**src/rtl/lsu_pkg.sv**
```systemverilog
// Shared encodings and helpers for the load/store alignment unit.
// Latency: n/a (types and pure functions only).
// Backpressure: n/a.
package lsu_pkg;

    localparam logic [1:0] SZ_B = 2'b00;
    localparam logic [1:0] SZ_H = 2'b01;
    localparam logic [1:0] SZ_W = 2'b10;

    typedef enum logic [1:0] {
        ST_IDLE,
        ST_ACC0,
        ST_ACC1,
        ST_RESP
    } state_t;

    typedef struct packed {
        logic        we;
        logic [1:0]  size;
        logic        uns;
        logic [31:0] wdata;
    } req_t;

    function automatic logic [2:0] size_bytes(input logic [1:0] size);
        case (size)
            SZ_B:    return 3'd1;
            SZ_H:    return 3'd2;
            SZ_W:    return 3'd4;
            default: return 3'd0;
        endcase
    endfunction

    function automatic logic [3:0] base_mask(input logic [1:0] size);
        case (size)
            SZ_B:    return 4'b0001;
            SZ_H:    return 4'b0011;
            SZ_W:    return 4'b1111;
            default: return 4'b0000;
        endcase
    endfunction

endpackage

```
**src/rtl/lsu_extract.sv**
```systemverilog
// Shifts a two-word load window down by the lane offset and sign/zero-extends to size.
// Latency: combinational.
// Backpressure: none.
module lsu_extract
    import lsu_pkg::*;
(
    input  logic [63:0] dword,
    input  logic [1:0]  off,
    input  logic [1:0]  size,
    input  logic        uns,
    output logic [31:0] rdata
);

    logic [31:0] shifted;

    assign shifted = 32'(dword >> {off, 3'b000});

    always_comb begin
        rdata = '0;
        case (size)
            SZ_B:    rdata = {{24{~uns & shifted[7]}}, shifted[7:0]};
            SZ_H:    rdata = {{16{~uns & shifted[15]}}, shifted[15:0]};
            SZ_W:    rdata = shifted;
            default: rdata = '0;
        endcase
    end

endmodule

```
**src/rtl/lsu_align.sv**
```systemverilog
// Load/store alignment: byte-addressed requests to word-addressed memory cycles, splitting word-crossing accesses.
// Latency: accept edge to resp_valid 2 cycles (aligned), 3 (crossing), 1 (rejected).
// Backpressure: req_ready only in IDLE; one request in flight, no queuing.
module lsu_align
    import lsu_pkg::*;
#(
    parameter int ADDR_W      = 32,
    parameter int MISALIGN_EN = 1
) (
    input  logic              clk,
    input  logic              rst,
    input  logic              req_valid,
    output logic              req_ready,
    input  logic              req_we,
    input  logic [1:0]        req_size,
    input  logic              req_unsigned,
    input  logic [ADDR_W-1:0] req_addr,
    input  logic [31:0]       req_wdata,
    output logic              resp_valid,
    output logic [31:0]       resp_rdata,
    output logic              resp_err,
    output logic              mem_en,
    output logic              mem_we,
    output logic [ADDR_W-3:0] mem_waddr,
    output logic [3:0]        mem_wmask,
    output logic [31:0]       mem_wdata,
    input  logic [31:0]       mem_rdata
);

    state_t            state_q, state_d;
    req_t              req_q;
    logic [ADDR_W-1:0] addr_q;
    logic              err_q;
    logic [31:0]       word0_q, word1_q;

    logic [1:0]        off;
    logic [ADDR_W-3:0] word_addr;
    logic              in_cross, in_err, cross_q;
    logic [7:0]        mask8;
    logic [63:0]       wdata64;
    logic              acc0, acc1;
    logic [31:0]       ext_rdata;

    assign off       = addr_q[1:0];
    assign word_addr = addr_q[ADDR_W-1:2];

    // Crossing test on the incoming request decides rejection before any memory cycle.
    assign in_cross = ({2'b00, req_addr[1:0]} + {1'b0, size_bytes(req_size)}) > 4'd4;
    assign in_err   = (req_size == 2'b11) || (in_cross && (MISALIGN_EN == 0));
    assign cross_q  = ({2'b00, off} + {1'b0, size_bytes(req_q.size)}) > 4'd4;

    // Low nibble is the first word's lanes, high nibble spills into the next word.
    assign mask8   = {4'b0000, base_mask(req_q.size)} << off;
    assign wdata64 = {32'h0, req_q.wdata} << {off, 3'b000};

    always_comb begin
        state_d = state_q;
        case (state_q)
            ST_IDLE: if (req_valid) state_d = in_err ? ST_RESP : ST_ACC0;
            ST_ACC0: state_d = cross_q ? ST_ACC1 : ST_RESP;
            ST_ACC1: state_d = ST_RESP;
            ST_RESP: state_d = ST_IDLE;
            default: state_d = ST_IDLE;
        endcase
    end

    assign acc0 = (state_q == ST_ACC0);
    assign acc1 = (state_q == ST_ACC1);

    // Reset suppresses the access in the same cycle so an aborted split store leaves its second word untouched.
    always_comb begin
        mem_en    = (acc0 || acc1) && !rst;
        mem_we    = mem_en && req_q.we;
        mem_waddr = acc1 ? word_addr + (ADDR_W-2)'(1) : word_addr;
        mem_wmask = 4'b0000;
        if (mem_we) mem_wmask = acc1 ? mask8[7:4] : mask8[3:0];
        mem_wdata = acc1 ? wdata64[63:32] : wdata64[31:0];
    end

    lsu_extract u_extract (
        .dword (acc1 ? {mem_rdata, word0_q} : {word1_q, word0_q}),
        .off   (off),
        .size  (req_q.size),
        .uns   (req_q.uns),
        .rdata (ext_rdata)
    );

    assign req_ready  = (state_q == ST_IDLE);
    assign resp_valid = (state_q == ST_RESP);
    assign resp_err   = resp_valid && err_q;
    assign resp_rdata = (resp_valid && !err_q && !req_q.we) ? ext_rdata : 32'h0;

    always_ff @(posedge clk) begin
        if (rst) begin
            state_q <= ST_IDLE;
            err_q   <= 1'b0;
        end else begin
            state_q <= state_d;
            if ((state_q == ST_IDLE) && req_valid) begin
                req_q.we    <= req_we;
                req_q.size  <= req_size;
                req_q.uns   <= req_unsigned;
                req_q.wdata <= req_wdata;
                addr_q      <= req_addr;
                err_q       <= in_err;
            end
            if (acc0) word0_q <= mem_rdata;
            if (acc1) word1_q <= mem_rdata;
        end
    end

endmodule

```
**config.mk**
```make
export PLATFORM = sky130hd
export DESIGN_NAME = lsu_align
export DESIGN_NICKNAME = d
export VERILOG_FILES = /design/src/rtl/lsu_pkg.sv /design/src/rtl/lsu_extract.sv /design/src/rtl/lsu_align.sv
export SDC_FILE = /design/constraint.sdc
export NUM_CORES = 1
export LEC_CHECK = 0
export CAP_MARGIN = 20
export CORE_MARGIN = 1.5
export CORE_UTILIZATION = 40
export CTS_CLUSTER_SIZE = 24
export DETAILED_ROUTE_END_ITERATION = 16
export GPL_ROUTABILITY_DRIVEN = 0
export GPL_TIMING_DRIVEN = 0
export HOLD_SLACK_MARGIN = 0.06
export PLACE_DENSITY = 0.77
export SLEW_MARGIN = 20
export SYNTH_ARGS = -nofsm -noshare
export SYNTH_HDL_FRONTEND = slang
export SYNTH_SLANG_ARGS = --single-unit
```
**constraint.sdc**
```tcl
create_clock -name clk -period 4 [get_ports clk]
set_input_delay 0.8 -clock clk [delete_from_list [all_inputs] [get_ports clk]]
set_output_delay 0.8 -clock clk [all_outputs]
set_load 0.01 [all_outputs]
```
## After elaboration in Yosys (flattened, before gate mapping)

Index checks and enable logic that the tools add are counted.

| storage, ports and cells | value |
|---|---|
| register bits after elaboration | 135 |
| input bits | 103 |
| logic and storage cells | 54 |
| output and inout port bits | 103 |

| cells by class | value |
|---|---|
| $lt $le $gt $ge | 1 |
| equal/unequal tests | 7 |
| shift operators | 3 |
| reductions and logical operators | 15 |
| bitwise gates (word level) | 4 |
| mux-type cells | 13 |
| add/sub/neg operators | 2 |

Operators with widths:

| cell | number |
|---|---|
| 32-bit case mux with 3 select lines | 1 |
| 32-bit two-way mux | 2 |
| 64-bit two-way mux | 1 |
| 32-bit by 5-bit << shifter with 64-bit output | 1 |
| 64-bit by 5-bit right shift with 32-bit output | 1 |
| 30-bit by 1-bit adder with 30-bit output (second input constant) | 1 |
| 30-bit two-way mux | 1 |
| 4-bit case mux with 3 select lines | 1 |
| 3-bit case mux with 3 select lines | 1 |
| 2-bit equality test (second input constant) | 4 |
| 4-bit two-way mux | 2 |
| 2-bit case mux with 4 select lines | 1 |
| 4-bit by 2-bit << shifter with 8-bit output | 1 |
| 1-bit logical AND | 6 |
| 2-bit AND reduction | 3 |
| 2-bit by 3-bit adder with 4-bit output | 1 |
| 2-bit by 1-bit equality test with 1-bit output (second input constant) | 2 |
| 4-bit by 3-bit > comparator with 1-bit output (second input constant) | 1 |
| 2-bit zero test | 2 |
| 2-bit two-way mux | 2 |
| 1-bit zero test | 3 |
| 1-bit bitwise AND | 2 |
| 2-bit != test (second input constant) | 1 |
| 1-bit NOT | 2 |
| 2 further kinds | 2 |

## Depth between registers and ports, before layout

| depth | value |
|---|---|
| depth in word-level cells | 6 |
| depth in mapped cells | 9 |
| gate-level depth less buffers | 8 |

## Cells and area by module

A second synthesis with hierarchy kept.

| second synthesis, totals | value |
|---|---|
| cells, all modules | 574 |
| area, all modules | 7723.7 um^2 |

By module, submodules not included:

| module | times used | area an instance (um^2) | cells each | sequential area each (um^2) |
|---|---|---|---|---|
| lsu_align | 1 | 6364.9 | 456 | 4023.9 |
| lsu_extract | 1 | 1358.8 | 118 | 0.0 |

## Worst setup path before layout

OpenSTA, ideal clock, no wires.

| timing | value |
|---|---|
| path type | input port to flip-flop |
| start point | input req_valid |
| end point | register addr_q[0], enable pin |
| path slack | -0.225 ns |
| cell stages on the path | 2 |
| data arrival time | 3.731 ns |
| path through | nand2_1 -> nor2_1 |

| between the ends | value |
|---|---|
| longest elaborated chain between the ends | 2 |

RTL lines:

| what | line | RTL |
|---|---|---|
| start: declaration | lsu_align.sv:12 | `input logic req_valid,` |
| 1-bit logical AND | lsu_align.sv:99 | `if ((state_q == ST_IDLE) && req_valid) begin` |
| 2-bit AND reduction (no source line) | - |  |
| end signal: assignment | lsu_align.sv:104 | `addr_q <= req_addr;` |
| end: declaration | lsu_align.sv:32 | `logic [ADDR_W-1:0] addr_q;` |

Every way passes these cells.
A chain may end at the register's enable or synchronous reset.

## Worst setup path in the final report

| timing | value |
|---|---|
| start point | input mem_rdata[7] |
| end point | output resp_rdata[23] |

| between the ends | value |
|---|---|
| longest elaborated chain between the ends | 5 |
| elaborated cells on any way between the ends | 6 |

RTL lines:

| what | line | RTL |
|---|---|---|
| start: declaration | lsu_align.sv:27 | `input logic [31:0] mem_rdata` |
| 64-bit two-way mux * | lsu_align.sv:81 | `.dword (acc1 ? {mem_rdata, word0_q} : {word1_q, word0_q}),` |
| 64-bit by 5-bit right shift with 32-bit output * | lsu_extract.sv:16 | `assign shifted = 32'(dword >> {off, 3'b000});` |
| 1-bit bitwise AND (on tied branches) | lsu_extract.sv:22, lsu_extract.sv:21 |  |
| 32-bit case mux with 3 select lines * | lsu_extract.sv:20 | `case (size)` |
| 32-bit two-way mux * | lsu_align.sv:91 | `assign resp_rdata = (resp_valid && !err_q && !req_q.we) ? ext_rdata : 32'h0;` |
| end: declaration | lsu_align.sv:20 | `output logic [31:0] resp_rdata,` |

Every way passes the cells marked *; elsewhere a longest branch is shown, timed or not.

==> key figures <==
STA
  • Setup violators final: 0
  • Slew margin rel.: 45.5%
  • Final Hold Vio Count: 0
  • Worst Setup Slack, final: 66.5 ps
  • RSZ-0062 raised after global routing: false
  • Clk_skew: 7.70 ps
  • Max-slew violations: 0
  • Worst slew pin tran: 817 ps
  • Fmax: 0.254 GHz
  • Min Tclk post-route: 3930 ps
  • Fin crit share: 98.3%

Route
  • # DRC: 0
  • DRT Pass-1 Iters: 6
  • DR vias: 5,784
  • Via-to-Cell Ratio: 5.65
  • Final wirelength: 21.4 mm
  • Drt first-iter violations: 624
  • ANT nets after route: 0
  • WL/cell: 20.9 um

Setup path
  • Critical Path Source Type: primary input
  • Crit-path max FO: 10
  • Most frequent cell on the critical path: clkdlybuf4s50_1
  • Worst setup EP type: output port
  • Required @ worst endpoint: 3200 ps
  • Crit Path Category: in2out
  • Worst R2R Start: state_q[0]$_SDFFE_PP0P_
  • R2R depth: 6
  • Critical Path Slowest Stage Cell: clkdlybuf4s50_1
  • CP peak stage delay: 530 ps
  • Worst R2R Setup Slack: 1630 ps
  • Reg-to-reg endpoint: word1_q[13]$_DFFE_PP_
  • Critical path, cell by cell: clkdlybuf4s50_1 -> mux2_4 -> mux4_2 -> a21boi_4 -> buf_6 -> a21oi_1 -> clkdlybuf4s50_1
  • Data arrival time of the critical path: 3130 ps

Final layout
  • Syn-to-layout area delta: 45.8%
  • Core Util, Final: 59.8%
  • Ratio of cells with drive above 1 in the final layout: 10.8%
  • Antenna diode count: 0
  • NumNets Final: 907

Clocking
  • H-Tree Depth: 4
  • Clk_lat worst skew: 420 ps
  • Root Driver: clkbuf_16
  • Clock transition at path regs: 60 ps
  • # clock sinks: 127
  • CTS tree: done
  • Clk buf depth: 2
  • CTS buffer count: 17

Yosys
  • Main flop type after synthesis: edfxtp_1
  • Avg Inst Size Synth: 12.0 sq um
  • Netlist cell types: 47
  • Syn Nets: 682
  • Most used standard cell by instance count after synthesis: edfxtp_1
  • Seq cells post-synth: 127
  • Area leader, netlist: edfxtp_1
  • Cell area after synthesis: 6800 sq um
  • EDFF count, synth: 124
  • Sequential area share after synthesis: 55.7%
  • Commonest cells post-synth: edfxtp_1, mux2i_1, nand2_1, a21oi_1, nor2_1
  • Ys async rst share: 0%
  • Share of the synthesized area in the top cell type: 54.8%
  • Synth area leaders: edfxtp_1, mux2i_1, a21oi_1
  • Synth Instances: 566
  • Syn. warnings: 0

Power and ir drop
  • Sw Share: 31.5%
  • Int Power: 0.00353 W
  • Leak: 3.44 nW
  • Worst vdd ir: 336 uV
  • Clock share of power: 32.3%
  • Sequential power share: 34.5%
  • Net Sw Power: 0.00162 W
  • Overall power: 0.00515 W
  • PwrDens: 520 nW/um^2
  • Logic gate share of total power: 33.2%

Place
  • IO Port Bufs: 205
  • Dpl ws: -45.5 ps
  • Detail Placement HPWL: 15.4 mm

Die
  • I/O pin total: 206
  • # rows: 47
  • Die ar.: 17,800 sq um
  • Core Footprint: 16,600 sq um
  • Die X-Extent: 133 um
  • Starting density of the core: 41.0%
  • Die Y: 133 um

GRT
  • Largest net degree at the start of global routing: 31
  • First-pass GRT wire length: 32.4 mm
  • Congestion Overflow GR: 0
  • Vias in the first global route: 5,841
  • GRT Util Overall: 24.4%
  • Initial antenna violation count: 0

Min path
  • Worst min path class: reg2reg
  • Min-Delay Path Depth: 2
  • Critical hold path startpoint: err_q$_SDFFE_PP0P_
  • Hold endpoint: err_q$_SDFFE_PP0P_

Flow run
  • Maxcap violations: 0

Run status
  • Status: finished, final reports clean
## power by group through the flow
stage | logic (W) | registers [W] | clock network (W)
finish | 0.00171 | 0.00178 | 0.00167
global route | 0.00182 | 0.00179 | 0.00174
CTS | 0.00170 | 0.00177 | 0.00169
detailed placement | 0.00167 | 0.00180 | 0
global placement | 0.00161 | 0.00181 | 0
floorplan | 0.000880 | 0.00178 | 0
## logic make-up (layout without fill, tap and decap cells)
family,after synthesis,in the layout,share of synthesized area [%]
AO/OA/AOI/OAI,128,128,12.5
XOR/XNOR,30,30,3.87
adder cells (fa/ha/maj),13,13,2.50
buffers and inverters,46,284,3.07
flip-flops,127,127,55.7
multiplexers,74,74,11.5
AND/OR/NAND/NOR,148,148,11.0
## routing by layer
layer,global-route usage (%),wire length [um],part of all wire (%)
met1,29.1,8320,39
met2,39.8,10100,47
met3,9.28,2530,12
met4,9.96,441,2.1
met5,0,0,0
## registers in the layout (all words and copies together), names as in the netlist
name and cells:
addr_q 32, state_q 2, err_q 1, req_q 36, word0_q 32, word1_q 24
## worst max-delay path by stage
stage,from,to,cells past startpoint
2_1_floorplan,req_valid,addr_q[0]$_DFFE_PP_,2
3_3_place_gp,req_valid,req_q[1]$_DFFE_PP_,3
3_5_place_dp,mem_rdata[7],resp_rdata[25],7
4_1_cts,state_q[0]$_SDFFE_PP0P_,mem_wdata[22],9
5_1_grt,req_q[33]$_DFFE_PP_,resp_rdata[1],6
6_report,mem_rdata[7],resp_rdata[23],7
## repair_timing
item | CTS | global route
hold buffers | 0 | 0
resized for setup | 7 | 22
pin swaps | 1 | 0
cloned | 0 | 0
buffers inserted | 2 | 0
setup endpoints to repair | 36 | 38
## per-stage QoR
stage | instance area [sq um] | cells | TNS [ps] | hold slack [ps]
global placement | 9130 | 991 | -21160 | 455
floorplan | 6800 | 566 | 0 | 434
CTS | 9880 | 1026 | 0 | 467
finish | 9910 | 1024 | 0 | 465
detailed placement | 9220 | 994 | -176 | 458
global route | 9910 | 1024 | 0 | 483
## cell usage in the layout (no fill, tap or decap), types with 9 or more instances in the layout
master	count
a211oi_1	12
a21oi_1	45
a22o_1	9
and2_1	9
clkbuf_1	12
clkbuf_16	17
clkdlybuf4s50_1	205
edfxtp_1	124
ha_1	12
mux2i_1	63
nand2_1	45
nand2b_1	10
nand3_1	11
nor2_1	28
o21ai_0	18
xnor2_1	20
xor2_1	10
## cell type report
type | count | area [sq um]
buffer | 36 | 195
clock buffer | 17 | 425
clock inverter | 15 | 208
fill | 1340 | 6670
inverter | 6 | 22.5
multi-input combinational | 393 | 2860
sequential | 127 | 3780
tap | 220 | 275
timing repair buffer | 210 | 2140
## worst max-delay path, delay by kind of cell
family / cells / cell delay, ps
buffers and inverters: 3 / 1210
AO/OA/AOI/OAI: 2 / 310
multiplexers: 2 / 810
Power figures use the tool's default switching activity.
